===== config.mk =====
export PLATFORM = sky130hd
export DESIGN_NAME = shift_chain_ctrl_flat
export DESIGN_NICKNAME = d
export VERILOG_FILES = /design/src/rtl/shift_chain_pkg.sv /design/src/rtl/shift_chain_ctrl_if.sv /design/src/rtl/shift_chain_ctrl_bit_rate_gen.sv /design/src/rtl/shift_chain_ctrl.sv /design/src/flat_wrapper.sv
export SDC_FILE = /design/constraint.sdc
export NUM_CORES = 1
export LEC_CHECK = 0
export ABC_AREA = 1
export BUFFER_PORTS_ARGS = -buffer_cell sky130_fd_sc_hd__buf_2
export CAP_MARGIN = 20
export CORE_MARGIN = 5
export CORE_UTILIZATION = 45
export CTS_CLUSTER_SIZE = 10
export DETAILED_ROUTE_END_ITERATION = 8
export PLACE_DENSITY = 0.8
export SETUP_SLACK_MARGIN = 0.3
export SYNTH_ARGS = -nofsm -noshare
export SYNTH_HDL_FRONTEND = slang
export SYNTH_SLANG_ARGS = --single-unit
export TNS_END_PERCENT = 20

===== constraint.sdc =====
create_clock -name clk -period 1.6 [get_ports clk]
set_clock_uncertainty 0.15 [all_clocks]
set_input_delay 0.32 -clock clk [delete_from_list [all_inputs] [get_ports clk]]
set_output_delay 0.32 -clock clk [all_outputs]
set_load 0.03 [all_outputs]

===== src/rtl/shift_chain_pkg.sv =====
// Shared types and defaults for the serial shift-chain sequencer.
// Holds the FSM state encoding and the counter sizing helper.
package shift_chain_pkg;

    localparam int DEF_WIDTH   = 16;
    localparam int DEF_CLK_DIV = 1;

    typedef enum logic [1:0] {
        IDLE  = 2'd0,
        SHIFT = 2'd1,
        DONE  = 2'd2
    } state_e;

    // Counter width for a range of n values, never narrower than one bit.
    function automatic int cnt_w(input int n);
        return (n > 1) ? $clog2(n) : 1;
    endfunction

endpackage


===== src/rtl/shift_chain_ctrl_if.sv =====
// Handshake, chain and status signals of the shift-chain sequencer.
// master = the sequencer itself; slave = register logic plus chain around it.
interface shift_chain_ctrl_if
    import shift_chain_pkg::*;
#(
    parameter int WIDTH = DEF_WIDTH
);
    logic             in_valid;
    logic             in_ready;
    logic [WIDTH-1:0] in_data;
    logic             ser_out;
    logic             ser_in;
    logic             shift_en;
    logic             out_valid;
    logic             out_ready;
    logic [WIDTH-1:0] out_data;
    logic             abort;
    logic             busy;

    modport master (
        input  in_valid, in_data, ser_in, out_ready, abort,
        output in_ready, ser_out, shift_en, out_valid, out_data, busy
    );

    modport slave (
        output in_valid, in_data, ser_in, out_ready, abort,
        input  in_ready, ser_out, shift_en, out_valid, out_data, busy
    );

endinterface


===== src/rtl/shift_chain_ctrl_bit_rate_gen.sv =====
// Bit-period divider: strobe marks the last clk cycle of each bit period.
// Latency: first strobe CLK_DIV cycles after run rises with the counter cleared.
// Backpressure: none; clr holds the counter at zero, run lets it advance.
module bit_rate_gen
    import shift_chain_pkg::*;
#(
    parameter int CLK_DIV = DEF_CLK_DIV
) (
    input  logic clk,
    input  logic rst_n,
    input  logic clr,
    input  logic run,
    output logic strobe
);
    localparam int            CW   = cnt_w(CLK_DIV);
    localparam logic [CW-1:0] LAST = CW'(CLK_DIV - 1);

    logic [CW-1:0] div_cnt_q;
    logic [CW-1:0] div_cnt_d;

    // Decoded from flops only, so no input reaches the chain's clock enable.
    assign strobe = run && (div_cnt_q == LAST);

    always_comb begin
        div_cnt_d = div_cnt_q;
        if (clr) begin
            div_cnt_d = '0;
        end else if (run) begin
            div_cnt_d = strobe ? '0 : div_cnt_q + 1'b1;
        end
    end

    always_ff @(posedge clk or negedge rst_n) begin
        if (!rst_n) begin
            div_cnt_q <= '0;
        end else begin
            div_cnt_q <= div_cnt_d;
        end
    end

endmodule


===== src/rtl/shift_chain_ctrl.sv =====
// Serialises a parallel word MSB-first into a DFF chain and captures its output.
// Latency: WIDTH*CLK_DIV cycles from accept to out_valid; one IDLE cycle between words.
// Backpressure: in_ready only in IDLE; result held in DONE until out_ready or abort.
module shift_chain_ctrl
    import shift_chain_pkg::*;
#(
    parameter int WIDTH   = DEF_WIDTH,
    parameter int CLK_DIV = DEF_CLK_DIV
) (
    input logic               clk,
    input logic               rst_n,
    shift_chain_ctrl_if.master bus
);
    localparam int            BW       = cnt_w(WIDTH);
    localparam logic [BW-1:0] LAST_BIT = BW'(WIDTH - 1);

    state_e           state_q, state_d;
    logic [WIDTH-1:0] tx_q, tx_d;
    logic [WIDTH-1:0] rx_q, rx_d;
    logic [BW-1:0]    bit_cnt_q, bit_cnt_d;
    logic             strobe;

    bit_rate_gen #(.CLK_DIV(CLK_DIV)) u_bit_rate_gen (
        .clk    (clk),
        .rst_n  (rst_n),
        .clr    (state_q != SHIFT),
        .run    (state_q == SHIFT),
        .strobe (strobe)
    );

    always_comb begin
        state_d   = state_q;
        tx_d      = tx_q;
        rx_d      = rx_q;
        bit_cnt_d = bit_cnt_q;
        case (state_q)
            IDLE: begin
                if (bus.in_valid) begin
                    tx_d      = bus.in_data;
                    bit_cnt_d = '0;
                    state_d   = SHIFT;
                end
            end
            SHIFT: begin
                // Abort drops the partial word so ser_out rests at 0 in IDLE.
                if (bus.abort) begin
                    tx_d      = '0;
                    bit_cnt_d = '0;
                    state_d   = IDLE;
                end else if (strobe) begin
                    tx_d = {tx_q[WIDTH-2:0], 1'b0};
                    rx_d = {rx_q[WIDTH-2:0], bus.ser_in};
                    if (bit_cnt_q == LAST_BIT) begin
                        bit_cnt_d = '0;
                        state_d   = DONE;
                    end else begin
                        bit_cnt_d = bit_cnt_q + 1'b1;
                    end
                end
            end
            DONE: begin
                if (bus.abort || bus.out_ready) begin
                    state_d = IDLE;
                end
            end
            default: state_d = IDLE;
        endcase
    end

    always_ff @(posedge clk or negedge rst_n) begin
        if (!rst_n) begin
            state_q   <= IDLE;
            tx_q      <= '0;
            rx_q      <= '0;
            bit_cnt_q <= '0;
        end else begin
            state_q   <= state_d;
            tx_q      <= tx_d;
            rx_q      <= rx_d;
            bit_cnt_q <= bit_cnt_d;
        end
    end

    assign bus.in_ready  = (state_q == IDLE);
    assign bus.busy      = (state_q != IDLE);
    assign bus.out_valid = (state_q == DONE);
    assign bus.out_data  = rx_q;
    assign bus.ser_out   = tx_q[WIDTH-1];
    assign bus.shift_en  = strobe;

endmodule


===== src/flat_wrapper.sv =====
// flat-port wrapper written by rule: the top's interface ports become plain ports
module shift_chain_ctrl_flat import shift_chain_pkg::*;
#(
    parameter int WIDTH   = DEF_WIDTH,
    parameter int CLK_DIV = DEF_CLK_DIV
)
  (clk, rst_n, bus_in_valid, bus_in_data, bus_ser_in, bus_out_ready, bus_abort, bus_in_ready, bus_ser_out, bus_shift_en, bus_out_valid, bus_out_data, bus_busy);
  shift_chain_ctrl_if #(.WIDTH(WIDTH)) bus_i ();
  input logic clk;
  input logic rst_n;
  input wire logic [$bits(bus_i.in_valid)-1:0] bus_in_valid;
  input wire logic [$bits(bus_i.in_data)-1:0] bus_in_data;
  input wire logic [$bits(bus_i.ser_in)-1:0] bus_ser_in;
  input wire logic [$bits(bus_i.out_ready)-1:0] bus_out_ready;
  input wire logic [$bits(bus_i.abort)-1:0] bus_abort;
  output wire logic [$bits(bus_i.in_ready)-1:0] bus_in_ready;
  output wire logic [$bits(bus_i.ser_out)-1:0] bus_ser_out;
  output wire logic [$bits(bus_i.shift_en)-1:0] bus_shift_en;
  output wire logic [$bits(bus_i.out_valid)-1:0] bus_out_valid;
  output wire logic [$bits(bus_i.out_data)-1:0] bus_out_data;
  output wire logic [$bits(bus_i.busy)-1:0] bus_busy;
  assign bus_i.in_valid = bus_in_valid;
  assign bus_i.in_data = bus_in_data;
  assign bus_i.ser_in = bus_ser_in;
  assign bus_i.out_ready = bus_out_ready;
  assign bus_i.abort = bus_abort;
  assign bus_in_ready = bus_i.in_ready;
  assign bus_ser_out = bus_i.ser_out;
  assign bus_shift_en = bus_i.shift_en;
  assign bus_out_valid = bus_i.out_valid;
  assign bus_out_data = bus_i.out_data;
  assign bus_busy = bus_i.busy;
  shift_chain_ctrl #(.WIDTH(WIDTH), .CLK_DIV(CLK_DIV)) u_core (.clk(clk), .rst_n(rst_n), .bus(bus_i));
endmodule

Word-level counts from Yosys, hierarchy flattened
Cells that the tools add are included.
{ "op_classes": {"n_bitwise": 2, "add_sub_neg": 2, "mux": 18, "reduce_logical": 9, "eq_ne": 8} }
{ "op_table": {"columns": ["operator", "count"], "rows": [
  ["$mux 16", 3],
  ["$pmux 16 s2", 1],
  ["$mux 4", 4],
  ["$mux 2", 5],
  ["$pmux 4 s2", 1],
  ["$ne 3x2->1 const B", 2],
  ["$pmux 2 s3", 1],
  ["$reduce_and 3->1", 2],
  ["$reduce_bool 2->1", 3],
  ["$add 4x1->4 const B", 1],
  ["$eq 4x4->1 const B", 1],
  ["$ne 2x1->1 const B", 2],
  ["$reduce_and 4->1", 1],
  ["$mux 1", 3],
  ["$eq 2x1->1 const B", 1],
  ["$eq 2x2->1 const B", 1],
  ["$logic_not 2->1", 1],
  ["$ne 2x2->1 const B", 1],
  ["$not 1->1", 2],
  ["$add 1x1->1 const B", 1],
  ["$logic_and 1x1->1", 1],
  ["$logic_or 1x1->1", 1]
]} }
{ "totals": {"in_bits": 22, "regBits": 39, "word_cells": 44, "out_inout_bits": 21} }

Logic depth before layout (Yosys ltp)
{ "depth": {"depth_word": 5, "depth_mapped": 9, "depth_no_buf": 8} }

Modules after synthesis
From an unflattened synthesis, not the netlist that was laid out.
{ "unflattened": {"hier_cells": 247, "area_unflattened_um2": 1871.8} }
{ "by_module_without_submodules": {"columns": ["mod", "cells_each", "area_per_inst_um2", "n_inst", "seq_area_each_um2"], "rows": [
  ["shift_chain_ctrl", 242, 1829.3, 1, 950.9],
  ["bit_rate_gen", 5, 42.5, 1, 25.0]
]} }

Least setup slack after synthesis
Ideal clock, no wire load.
{ "synth_path": {"path_kind": "register to register", "start": "reg u_core.state_q[0]", "end": "reg u_core.tx_q[15]", "period_less_slack_ns": 1.845, "slack_ns": -0.245, "stages_incl_launch_ff": 8, "required_ns": 1.333, "setup_time_ns": 0.117, "n_path_buf": 1, "arrival_time_ns": 1.578, "path_cell_list": "dfrtp_1 > nor2_1 > nand2_1 > nand3_2 > inv_2 > buf_6 > nand2_1 > nand2_1"} }
{ "synth_between": {"elab_cells_between_ends": 8, "classes_between": "3 x eq/ne; 1 x mux; 4 x reduce/logical"} }
{ "synth_lines": {"columns": ["element", "line_no", "source"], "rows": [
  ["from (decl)", "shift_chain_ctrl.sv:17", "state_e state_q, state_d;"],
  ["from (signal assigned)", "shift_chain_ctrl.sv:77", "state_q <= state_d;"],
  ["$logic_not 2->1 (*)", null, null],
  ["net bus_in_ready", "flat_wrapper.sv:16", "output wire logic [$bits(bus_i.in_ready)-1:0] bus_in_ready;"],
  ["$ne 2x2->1 (no source line) / $reduce_bool 2->1 (equally long branches)", null, null],
  ["$reduce_and 3->1 (no source line)", null, null],
  ["to (signal assigned)", "shift_chain_ctrl.sv:78", "tx_q <= tx_d;"],
  ["to (decl)", "shift_chain_ctrl.sv:18", "logic [WIDTH-1:0] tx_q, tx_d;"]
]} }
The timed path passes the listed nets; every way through them passes the cells marked *.
A chain may end at the register's enable or synchronous reset.

Final worst setup path
{ "layout_path": {"start": "reg u_core.state_q[0]", "end": "reg u_core.tx_q[14]"} }
{ "layout_between": {"elab_chain_len": 4, "elab_cells_between_ends": 8, "classes_between": "3 x eq/ne; 1 x mux; 4 x reduce/logical"} }
{ "layout_lines": {"columns": ["element", "line_no", "source"], "rows": [
  ["$eq 2x1->1", "shift_chain_ctrl.sv:27, shift_chain_ctrl.sv:36", null],
  ["$logic_and 1x1->1", "shift_chain_ctrl_bit_rate_gen.sv:22", "assign strobe = run && (div_cnt_q == LAST);"],
  ["$ne 3x2->1 (no source line)", null, null],
  ["$reduce_and 3->1 (no source line)", null, null]
]} }
Several ways; a longest one is shown, not always the timed one.

==> impl_results.md <==
* Pin count of the biggest net entering global routing at 19
* Top cell type's share of synthesized area at 52.7%
* Top delay family on crit path: flip-flops
* Clock sinks at 39
* Fin crit period at 1.65 ns
* N_diodes at 0
* Violated checks: negative setup slack
* Fillers at 272
* H-tree Lvls at 2
* Critical Path Start Type: flip-flop
* Syn_nets at 267
* Core ar. at 0.00400 mm²
* Root Buffer: clkbuf_8
* First-pass GRT wire length at 7370 µm
* Number of global-route vias before repair at 1653
* RSZ-0062 raised after global routing: true
* Fmax at 606 MHz
* Static Leak at 0.00149 µW
* Pwr Total at 5220 µW
* CTS max path bufs at 2
* Max Cap Violations at 0
* Final WS setup at -0.0493 ns
* Ratio of cells with drive above 1 in the final layout at 32.6%
* Full die area at 0.00550 mm²
* EDFF count, synth at 0
* Worst setup path start: u_core.state_q[0]$_DFFE_PN0P_
* Flop and latch count out of synthesis at 39
* Routability congestion estimate at 0.786
* Top cells by area, synth: dfrtp_1, nand2_1, nand3_1, inv_1, nor2_1
* Antenna violations before repair at 0
* Crit Path Category: flip-flop to flip-flop
* Nets@finish at 329
* Total grt overflow at 0
* Tcrit/Tclk final at 103%
* Vias at 1807
* Vias/cell at 5.06
* Routed len/inst at 14.4 µm
* Warnings from Yosys at 0
* Post-DP Area at 0.00215 mm²
* DRC Markers at 0
* Worst path slowest cell: dfrtp_2
* Ys async rst share at 100%
* 1st-iter DRT viols at 142
* HP Class: input pin to flip-flop
* Worst reg2reg setup slack at -0.05 ns
* Num CTS Buffers at 5
* CP Max Fanout at 5
* RR Endpoint: u_core.tx_q[14]$_DFFE_PN0P_
* Maximum vdd ir drop at 1050 µV
* Final std cells w/o fill at 357
* Die width at 74.2 µm
* Final core occ at 66.3%
* Post-Syn Instances at 244
* WL final at 5150 µm
* Yosys cell types at 21
* Crit path capture: u_core.tx_q[14]$_DFFE_PN0P_
* Area leader, netlist: dfrtp_1
* Mean Syn Cell Area at 7.59 µm²
* CP required at 1.63 ns
* CTS tree: done
* Post-route cell area at 0.00265 mm²
* Final Hold Fails at 0
* Worst path arrival time at 1.68 ns
* Clk_lat worst skew at 0.29 ns
* Post-synthesis sequential area ratio at 52.7%
* Most common cell on crit path: nand2_2
* Pins Over Slew Limit at 0
* Min-delay src: bus_in_data[0]
* Placed Cells at 335
* Post-DP HPWL at 2860 µm
* Tot GR Track Use at 17.3%
* Initial core utilization at 46.3%
* CP Buf/Inv Count at 3
* Detail Route Antenna Nets at 0
* Synthesized area at 0.00185 mm²
* Die span in y at 74.2 µm
* Worst-path cell chain: nand2_8 > buf_6 > nor2_8 > nand2_2 > nand3_4 > buf_12 > clkbuf_16 > nand2_2 > nand2_1
* # rows at 23
* Top cells by count, synth: nand2_1, dfrtp_1, nand3_1
* Most frequent cell after synthesis: nand2_1
* CP Capture Type: flip-flop
* Pre-antenna DRT Iters at 4
* Run status: finished with violations
* Area Overhead vs Synth at 43.1%
* Clock slew at reported path FFs at 0.08 ns
* R2R Path Start: u_core.state_q[0]$_DFFE_PN0P_
* Crit path depth at 9
* IO buf count at 42
* Reg2Reg Depth at 9
* Pwr/cell area at 1970 mW/mm²
* Ports at 43
* Finish-stage setup viols at 15
* Top_reg_cell synth: dfrtp_1
* Crit path largest cell delay at 0.48 ns
worst min-delay path by stage:
stage | end | slack, ns | cells after the start
final | u_core.tx_q[0]$_DFFE_PN0P_ | 0.13 | 3
after global placement | u_core.tx_q[9]$_DFFE_PN0P_ | 0.08 | 1
after CTS | u_core.tx_q[0]$_DFFE_PN0P_ | 0.12 | 3
after floorplan | u_core.bit_cnt_q[0]$_DFFE_PN0P_ | -0.13 | 0
after detailed placement | u_core.tx_q[8]$_DFFE_PN0P_ | 0.08 | 1
after global routing | u_core.tx_q[0]$_DFFE_PN0P_ | 0.14 | 3
area by class of cell:
type | instances | area (µm²) | area share [%]
Tap cell | 50 | 62.6 | 2.36
Sequential cell | 39 | 977 | 36.8
Clock buffer | 6 | 72.6 | 2.74
Timing Repair Buffer | 63 | 606 | 22.8
Multi-Input combinational cell | 183 | 870 | 32.8
Clock inverter | 2 | 12.5 | 0.472
Inverter | 14 | 52.6 | 1.98
repair_timing:
item,4_1_cts,5_1_grt
hold buffers,1,0
setup buffers,8,2
endpoints found under the setup margin,59,59
resized for setup,15,73
pin swaps,2,7
cloned,2,1
hold endpoints to repair,13,0
power breakdown:
group / internal, µW / switching, µW
Clock: 305 / 341
Sequential: 1330 / 308
Combinational: 1340 / 1600
placed cells by master (no fill, tap or decap):
cell type / Yosys / layout
buf_4: 2 / 11
nor2_2: 0 / 3
nand4_1: 1 / 1
nor2_4: 1 / 3
buf_2: 3 / 22
ha_1: 1 / 1
dlygate4sd3_1: 0 / 1
clkinv_2: 0 / 1
o21ai_0: 4 / 1
nand3_4: 0 / 1
nand3_1: 19 / 18
conb_1: 1 / 1
inv_2: 3 / 4
nand3_2: 1 / 1
or2_2: 2 / 2
clkinvlp_4: 0 / 1
buf_8: 0 / 1
clkbuf_1: 2 / 1
clkbuf_16: 0 / 1
clkbuf_8: 0 / 5
dfrtp_1: 39 / 38
nand2_2: 2 / 11
o21ai_1: 0 / 2
nand2_8: 0 / 2
dfrtp_2: 0 / 1
o21ai_2: 0 / 1
inv_1: 11 / 10
a21oi_1: 1 / 1
nor2_8: 1 / 1
buf_16: 0 / 2
nor2_1: 9 / 4
nand2_4: 1 / 1
buf_6: 1 / 22
nand2_1: 139 / 128
buf_12: 0 / 3
tightest hold or removal path: stages:
cell	delay, ns
buf_2	0.08
nand3_1	0.07
nand2_1	0.06
cells by family after synthesis:
logic type / share of synthesized area (%)
fa+ha+maj: 0.675
flops: 52.7
other cells: 0.202
compound gates: 1.35
buf+inv: 5.47
simple gates: 39.6
sequential cells by signal, indices dropped and copies added (netlist names):
signal / count
u_core.bus.out_data: 16
u_core.tx_q: 16
u_core.bit_cnt_q: 4
u_core.state_q: 2
u_core.u_bit_rate_gen.div_cnt_q: 1
metal layers:
layer / share of wire, % / GRT usage [%] / vias to the layer above
met5: 0 / 0 / -
met4: 2.1 / 5.84 / 0
met3: 6.5 / 4.86 / 12
met2: 52 / 28.1 / 73
met1: 39 / 22.4 / 855
li1: - / - / 867
stage by stage:
stage	worst slack, ns	TNS [ns]	hold slack (ns)
floorplan	0.131	0	-0.126
global placement	0.153	0	0.0828
detailed placement	0.118	0	0.0834
CTS	0.00681	0	0.121
global route	-0.0959	-1.36	0.142
finish	-0.0493	-0.252	0.125
No activity file was read; power rests on OpenSTA's default activity.
